## src/rtl/cla_multiword_add_seq.sv

```systemverilog
// Multi-precision add/subtract sequencer: streams two W-bit operands LSB byte
// first through one shared 8-bit carry-lookahead adder, chaining the carry
// through a register, then reports result, carry-out and signed overflow.

// 8-bit carry-lookahead adder: every carry is a flat sum of generate terms
// gated by the propagate run above them.
module carry_lookahead_adder_8b (
    input  logic [7:0] iA,
    input  logic [7:0] iB,
    input  logic       iCarryIn,
    output logic [7:0] oSum,
    output logic       oCarry
);
    logic [7:0] gen;
    logic [7:0] prop;
    logic [8:0] carry;
    logic       propRun;

    assign gen  = iA & iB;
    assign prop = iA ^ iB;

    // Lookahead carries: c[i+1] = g[i] | p[i]g[i-1] | ... | p[i..0]cin
    always_comb begin
        carry    = '0;
        propRun  = 1'b0;
        carry[0] = iCarryIn;
        for (int i = 0; i < 8; i++) begin
            carry[i+1] = gen[i];
            propRun    = prop[i];
            for (int j = 7; j >= 0; j--) begin
                if (j < i) begin
                    carry[i+1] = carry[i+1] | (propRun & gen[j]);
                    propRun    = propRun & prop[j];
                end
            end
            carry[i+1] = carry[i+1] | (propRun & iCarryIn);
        end
    end

    assign oSum   = prop ^ carry[7:0];
    assign oCarry = carry[8];
endmodule

module cla_multiword_add_seq #(
    parameter int unsigned NUM_BYTES = 4
) (
    input  logic                   iClk,
    input  logic                   iRstn,
    input  logic                   iStart,
    input  logic                   iSub,
    input  logic                   iCarryIn,
    input  logic [8*NUM_BYTES-1:0] iA,
    input  logic [8*NUM_BYTES-1:0] iB,
    output logic                   oBusy,
    output logic                   oDone,
    output logic [8*NUM_BYTES-1:0] oResult,
    output logic                   oCarry,
    output logic                   oOverflow
);
    localparam int unsigned W     = 8 * NUM_BYTES;
    localparam int unsigned IDX_W = (NUM_BYTES > 1) ? $clog2(NUM_BYTES) : 1;
    localparam logic [IDX_W-1:0] LAST_IDX = IDX_W'(NUM_BYTES - 1);

    typedef enum logic [1:0] {
        IDLE = 2'd0,
        RUN  = 2'd1,
        DONE = 2'd2
    } state_t;

    state_t           state;
    state_t           stateNext;
    logic [IDX_W-1:0] byteIdx;
    logic [IDX_W+2:0] byteOff;
    logic             carryReg;
    logic [W-1:0]     aReg;
    logic [W-1:0]     bReg;
    logic [7:0]       claA;
    logic [7:0]       claB;
    logic [7:0]       claSum;
    logic             claCarry;
    logic             isLast;

    assign byteOff = {byteIdx, 3'b000};
    assign claA    = aReg[byteOff +: 8];
    assign claB    = bReg[byteOff +: 8];
    assign isLast  = (byteIdx == LAST_IDX);

    carry_lookahead_adder_8b uCla (
        .iA       (claA),
        .iB       (claB),
        .iCarryIn (carryReg),
        .oSum     (claSum),
        .oCarry   (claCarry)
    );

    // State register
    always_ff @(posedge iClk or negedge iRstn) begin
        if (!iRstn) begin
            state <= IDLE;
        end else begin
            state <= stateNext;
        end
    end

    // Next-state logic: one RUN cycle per byte, one DONE cycle, back to IDLE
    always_comb begin
        stateNext = state;
        case (state)
            IDLE:    if (iStart) stateNext = RUN;
            RUN:     if (isLast) stateNext = DONE;
            DONE:    stateNext = IDLE;
            default: stateNext = IDLE;
        endcase
    end

    // Status flags registered from the upcoming state so they align with it
    always_ff @(posedge iClk or negedge iRstn) begin
        if (!iRstn) begin
            oBusy <= 1'b0;
            oDone <= 1'b0;
        end else begin
            oBusy <= (stateNext != IDLE);
            oDone <= (stateNext == DONE);
        end
    end

    // Operand latch, byte-serial datapath and result/flag registers
    always_ff @(posedge iClk or negedge iRstn) begin
        if (!iRstn) begin
            aReg      <= '0;
            bReg      <= '0;
            carryReg  <= 1'b0;
            byteIdx   <= '0;
            oResult   <= '0;
            oCarry    <= 1'b0;
            oOverflow <= 1'b0;
        end else begin
            case (state)
                IDLE: begin
                    if (iStart) begin
                        aReg      <= iA;
                        bReg      <= iSub ? ~iB : iB;
                        carryReg  <= iSub ? 1'b1 : iCarryIn;
                        byteIdx   <= '0;
                        oResult   <= '0;
                        oCarry    <= 1'b0;
                        oOverflow <= 1'b0;
                    end
                end
                RUN: begin
                    oResult[byteOff +: 8] <= claSum;
                    carryReg              <= claCarry;
                    if (isLast) begin
                        byteIdx   <= '0;
                        oCarry    <= claCarry;
                        oOverflow <= (aReg[W-1] == bReg[W-1]) && (claSum[7] != aReg[W-1]);
                    end else begin
                        byteIdx <= byteIdx + IDX_W'(1);
                    end
                end
                default: begin
                end
            endcase
        end
    end
endmodule

```

## config.mk

```make
export PLATFORM = sky130hd
export DESIGN_NAME = cla_multiword_add_seq
export DESIGN_NICKNAME = d
export VERILOG_FILES = /design/src/rtl/cla_multiword_add_seq.sv
export SDC_FILE = /design/constraint.sdc
export NUM_CORES = 1
export LEC_CHECK = 0
export BUFFER_PORTS_ARGS = -buffer_cell sky130_fd_sc_hd__clkbuf_2
export CAP_MARGIN = 20
export CORE_ASPECT_RATIO = 1.2
export CORE_MARGIN = 2
export CORE_UTILIZATION = 35
export DETAILED_ROUTE_END_ITERATION = 8
export PLACE_DENSITY = 0.63
export SETUP_SLACK_MARGIN = 0.4
export SYNTH_ARGS = -nofsm -noshare
export SYNTH_HDL_FRONTEND = slang
export SYNTH_SLANG_ARGS = --single-unit
```

## constraint.sdc

```tcl
create_clock -name iClk -period 3.9 [get_ports iClk]
set_input_delay 0.195 -clock iClk [delete_from_list [all_inputs] [get_ports iClk]]
set_output_delay 0.195 -clock iClk [all_outputs]
set_load 0.02 [all_outputs]
```

# Yosys cells after proc, flatten, opt, wreduce, memory -nomap -nowiden
# Index checks and enable logic that the tools add are counted.
dict set report totals {
  regBits 105
  inputBits 69
  word_cells 152
}
dict set report classes {
  n_addsub 2
  n_shift 4
  bitwise_logic 104
  muxes 18
  n_eq_ne 7
  n_reduce_logical 7
}
# cell count
set op_table {}
lappend op_table {{AND 1 bit} 64}
lappend op_table {{2-to-1 mux 32 bit} 2}
lappend op_table {{case mux 32 bit (2 select lines)} 1}
lappend op_table {{variable part select 32 x 6 -> 8 bit} 2}
lappend op_table {{OR 1 bit} 36}
lappend op_table {{bitwise mux 32 bit} 1}
lappend op_table {{NOT 32 bit} 1}
lappend op_table {{variable shift 8 x 7 -> 32 bit (first input constant)} 1}
lappend op_table {{variable part select 8 x 7 -> 32 bit} 1}
lappend op_table {{bitwise XOR 8 bit} 2}
lappend op_table {{AND 8 bit} 1}
lappend op_table {{2-to-1 mux 2 bit} 4}
lappend op_table {{case mux 2 bit (2 select lines)} 2}
lappend op_table {{negation 5 -> 7 bit} 1}
lappend op_table {{case mux 1 bit (2 select lines)} 3}
lappend op_table {{2-to-1 mux 1 bit} 5}
lappend op_table {{== test 2 bit (second input constant)} 2}
lappend op_table {{!= test 2 bit (second input constant)} 2}
lappend op_table {{AND reduction 2 bit} 2}
lappend op_table {{nonzero test 2 bit} 2}
lappend op_table {{AND reduction 3 bit} 1}
lappend op_table {{adder 2 x 1 -> 2 bit (second input constant)} 1}
lappend op_table {{== test 2 x 1 -> 1 bit (second input constant)} 1}
lappend op_table {{logical NOT 2 bit} 1}
lappend op_table {{3 further kinds} 3}

# Logic depth before layout (Yosys ltp)
dict set report depth {
  depth_word 15
  depth_mapped 9
  mapped_depth_nobuf 7
}

# By module
# From an unflattened synthesis, not the netlist that was laid out.
dict set report unflattened {
  hier_cells 390
  area_unflattened_um2 5042.3
}
# mod cells_per_inst n_inst area_per_inst_um2 seq_area_each_um2
set modules_own_cells {}
lappend modules_own_cells {cla_multiword_add_seq 349 1 4709.5 2627.5}
lappend modules_own_cells {carry_lookahead_adder_8b 41 1 332.8 0.0}

# Worst setup path before layout
# No wires, ideal clock.
dict set report synth_timing {
  path_type {register to register}
  start {register byteIdx[0]}
  end {register oResult[15]}
  stages_incl_launch_ff 10
  setup_ns 0.121
  synth_period_minus_slack_ns 3.081
  arrival_ns 2.960
  n_path_buf 2
  path_slack_ns 0.819
  t_required_ns 3.779
  cell_sequence {dfrtp_1 -> buf_2 -> buf_2 -> mux4_2 -> ha_1 -> a211o_1 -> or3_1 -> mux2i_2 -> nor2_2 -> a22o_1}
}
dict set report synth_via {
  elab_chain_cells 14
}
# item line_no
set synth_rtl {}
lappend synth_rtl {{from (decl)} 72} ;# logic [IDX_W-1:0] byteIdx;
lappend synth_rtl {{from (signal assigned)} 158} ;# byteIdx <= byteIdx + IDX_W'(1);
lappend synth_rtl {{variable part select 32 x 6 -> 8 bit, on equally long branches} {84, 85}}
lappend synth_rtl {{bitwise XOR 8 bit / AND 8 bit (equally long branches)} {20, 19}}
lappend synth_rtl {{AND 1 bit, on equally long branches} {32, 33}}
lappend synth_rtl {{OR 1 bit (tied with other cells) (5 in a row)} 32} ;# carry[i+1] = carry[i+1] | (propRun & gen[j]);
lappend synth_rtl {{OR 1 bit / AND 1 bit (equally long branches)} {32, 36}}
lappend synth_rtl {{OR 1 bit} 36} ;# carry[i+1] = carry[i+1] | (propRun & iCarryIn);
lappend synth_rtl {{bitwise XOR 8 bit} 40} ;# assign oSum = prop ^ carry[7:0];
lappend synth_rtl {{variable part select 8 x 7 -> 32 bit} 151} ;# oResult[byteOff +: 8] <= claSum;
lappend synth_rtl {{bitwise mux 32 bit (*)} 151}
lappend synth_rtl {{case mux 32 bit (2 select lines) (*)} 138} ;# case (state)
lappend synth_rtl {{to (signal, indexed assignment)} 151}
lappend synth_rtl {{to (decl)} 56} ;# output logic [8*NUM_BYTES-1:0] oResult,
# Mark *: on every way between the ends. The rest lies on a longest branch, timed or not.
# A chain may end at the register's enable or synchronous reset.

# Worst setup path in the final report
dict set report layout_timing {
  start {register byteIdx[0]}
  end {register oResult[14]}
}
# Same word-level chain as after synthesis.

==> qor.txt <==
result of the run: finished with violations
failing checks: negative hold slack
endpoints failing setup: 0
post-synth top area cell: dfrtp_1
core area: 0.01423 mm²
Post-Syn Area: 0.005040 mm²
number of global-route vias before repair: 3701
routability congestion estimate: 0.8129
Layout Skew: 0.007993 ns
initial antenna violation count: 0
first-pass GRT wire length: 18.96 mm
Setup Buffers After CTS: 0
PortBufs: 104
Max VDD drop: 436.5 µV
critical path peak fanout: 13
via-per-instance ratio: 5.078
GR Util All Layers: 16.04%
Starting Density: 35.41%
max cap viols: 0
sum of negative setup slack: 0 ns
nets@finish: 585
top cells by area, synth: dfrtp_1, mux2_2, mux4_2
post-route ant nets: 0
die area: 0.01538 mm²
Worst EP required: 4.18 ns
achievable frequency: 316.1 MHz
most common cell in the synthesized netlist: dfrtp_1
H-tree depth: 3
largest net degree at the start of global routing: 74
top cell type's share of synthesized area: 52.14%
Final min period: 3.164 ns
Power Total: 0.006111 W
slew margin rel.: 34.78%
Pins Over Slew Limit: 0
CP Launch Type: flop
Critical R2R Launch: byteIdx[0]$_DFFE_PN0P_
ranking of synthesized cells by instance count: dfrtp_1, a21oi_1, nor2_1
layout cell share with drive strength beyond 1: 36.09%
IO Count: 105
Final Instance Area: 0.005986 mm²
multi-input logic area: 0.002277 mm²
Congestion Overflow GR: 0
yosys warns: 0
filler instances: 1351
Arr. time, crit path: 3.45 ns
DP Area: 0.005722 mm²
DRC Markers: 0
number of enable flip-flop cells after synthesis: 0
CTS clk-pin slew, worst paths: 0.07 ns
Clk Latency, worst-skew pair: 0.35 ns
Crit. End Element: flop
Final period util: 81.12%
# rows: 48
root buffer cell: clkbuf_16
fraction of registers with async set/reset: 100.0%
Final Hold Vio Count: 38
actual slew at the worst max-slew pin: 0.9782 ns
CTS tree: built
kind of critical path: flop to flop
Avg WL per Cell: 17.20 µm
synth unique cells: 45
total routed wirelength: 11.73 mm
CTS-repair resized insts: 0
n_diodes: 0
RSZ-0062 raised after global routing: no
setup ws final: 0.7363 ns
Initial DRC Count: 164
Vias: 3463
final hold slack: -0.03850 ns
terminus of the critical flop-to-flop path: oResult[14]$_DFFE_PN0P_
syn nets: 486
Clock Tree Buf Depth: 2
Die Width: 113.5 µm
post-place setup slack: 0.7106 ns
Post-synth top flop: dfrtp_1
P&R area growth vs syn: 18.77%
register area: 0.002628 mm²
DRT Pass-1 Iters: 4
total CTS buffers: 9
Pleak: 2.724 nW
FF-to-FF path depth: 8
Hold/Removal Path Class: input pin to asynchronous set/reset pin
PD cells: 1021 mW/mm²
CTS Hold Buffers Added: 0
Die H: 135.5 µm
R2R setup slack: 0.74 ns
Cells after Synth: 403
Yosys reg bits: 105
Clock Sinks: 105
post-synthesis sequential area ratio: 52.14%
Mean Syn Cell Area: 12.51 µm²
HPWL Detailed: 8.951 mm
per-stage QoR:
stage	util (%)	std cells	hold WS [ns]
after CTS	42.05	682	0.004514
after detailed placement	40.20	666	0.3786
after floorplan	-	403	-0.1006
after global routing	42.05	682	0.05550
final	42.05	682	-0.03850
after global placement	40.20	666	0.3690
final cells by class:
class | count | area share, %
clock buffer | 11 | 3.888
sequential | 105 | 43.90
clock inverter | 5 | 0.5226
inverter | 10 | 0.6271
timing repair buffer | 109 | 9.365
tap | 175 | 3.658
multi-input combinational | 267 | 38.04
critical path, cell delays in order, from the launching register on:
cell and delay, ns:
dfrtp_1 0.69, buf_4 0.35, mux4_2 0.57, ha_1 0.39, and2_1 0.18, o21ai_0 0.17
nand2b_1 0.09, a221oi_2 0.43, a22o_1 0.22
cells in the final DEF, fill, tap and decap left out, types with 2 or more instances in the layout:
master     instances
nor4_4             2
a21oi_1           38
buf_4              6
o21a_1             2
dfrtp_1          105
mux2_2            32
clkbuf_1           2
and2_1             2
xnor2_1           35
nand2b_1           3
o21ai_0            5
xor2_1             2
or3_1              3
ha_1              13
clkbuf_2         103
inv_1             10
nand3_1            4
clkbuf_16          9
o21bai_1           2
mux4_2            16
clkinv_2           3
nor2_1            36
nand2_1           18
a22o_1            32
where the power goes:
part | internal (W) | total, W | switching, W
registers | 0.00156 | 0.00191 | 0.000345
clock network | 0.000433 | 0.000825 | 0.000393
logic | 0.00145 | 0.00338 | 0.00193
total | 0.00344 | 0.00611 | 0.00267
sequential cells by signal, indices dropped and copies added (netlist names):
register   count
aReg          32
bReg          32
oResult       32
byteIdx        2
state          2
carryReg       1
oBusy          1
oCarry         1
oDone          1
oOverflow      1
cell families (layout without fill, tap and decap cells):
group	Yosys count	after routing	synth area share [%]
simple gates	75	75	7.597
buf+inv	31	135	2.830
mux	50	50	14.77
compound gates	91	91	12.61
xor+xnor	37	37	6.430
flops	105	105	52.14
fa+ha+maj	14	14	3.625
worst max path at each step:
stage | from | end | slack (ns) | depth (start not counted)
2_1_floorplan | byteIdx[0]$_DFFE_PN0P_ | oResult[15]$_DFFE_PN0P_ | 0.82 | 9
3_3_place_gp | byteIdx[0]$_DFFE_PN0P_ | oResult[7]$_DFFE_PN0P_ | 0.82 | 8
3_5_place_dp | byteIdx[0]$_DFFE_PN0P_ | oResult[14]$_DFFE_PN0P_ | 0.71 | 8
4_1_cts | byteIdx[0]$_DFFE_PN0P_ | oResult[14]$_DFFE_PN0P_ | 0.68 | 8
5_1_grt | byteIdx[0]$_DFFE_PN0P_ | oResult[14]$_DFFE_PN0P_ | 0.44 | 8
6_report | byteIdx[0]$_DFFE_PN0P_ | oResult[14]$_DFFE_PN0P_ | 0.74 | 8
per-layer routing:
| layer | wire (µm) | GRT usage [%] |
|---|---|---|
| met3 | 482 | 3.669 |
| met1 | 5092 | 19.93 |
| met5 | 0 | 0 |
| met4 | 191 | 4.810 |
| met2 | 5961 | 27.91 |
(Power assumes the default switching activity.)
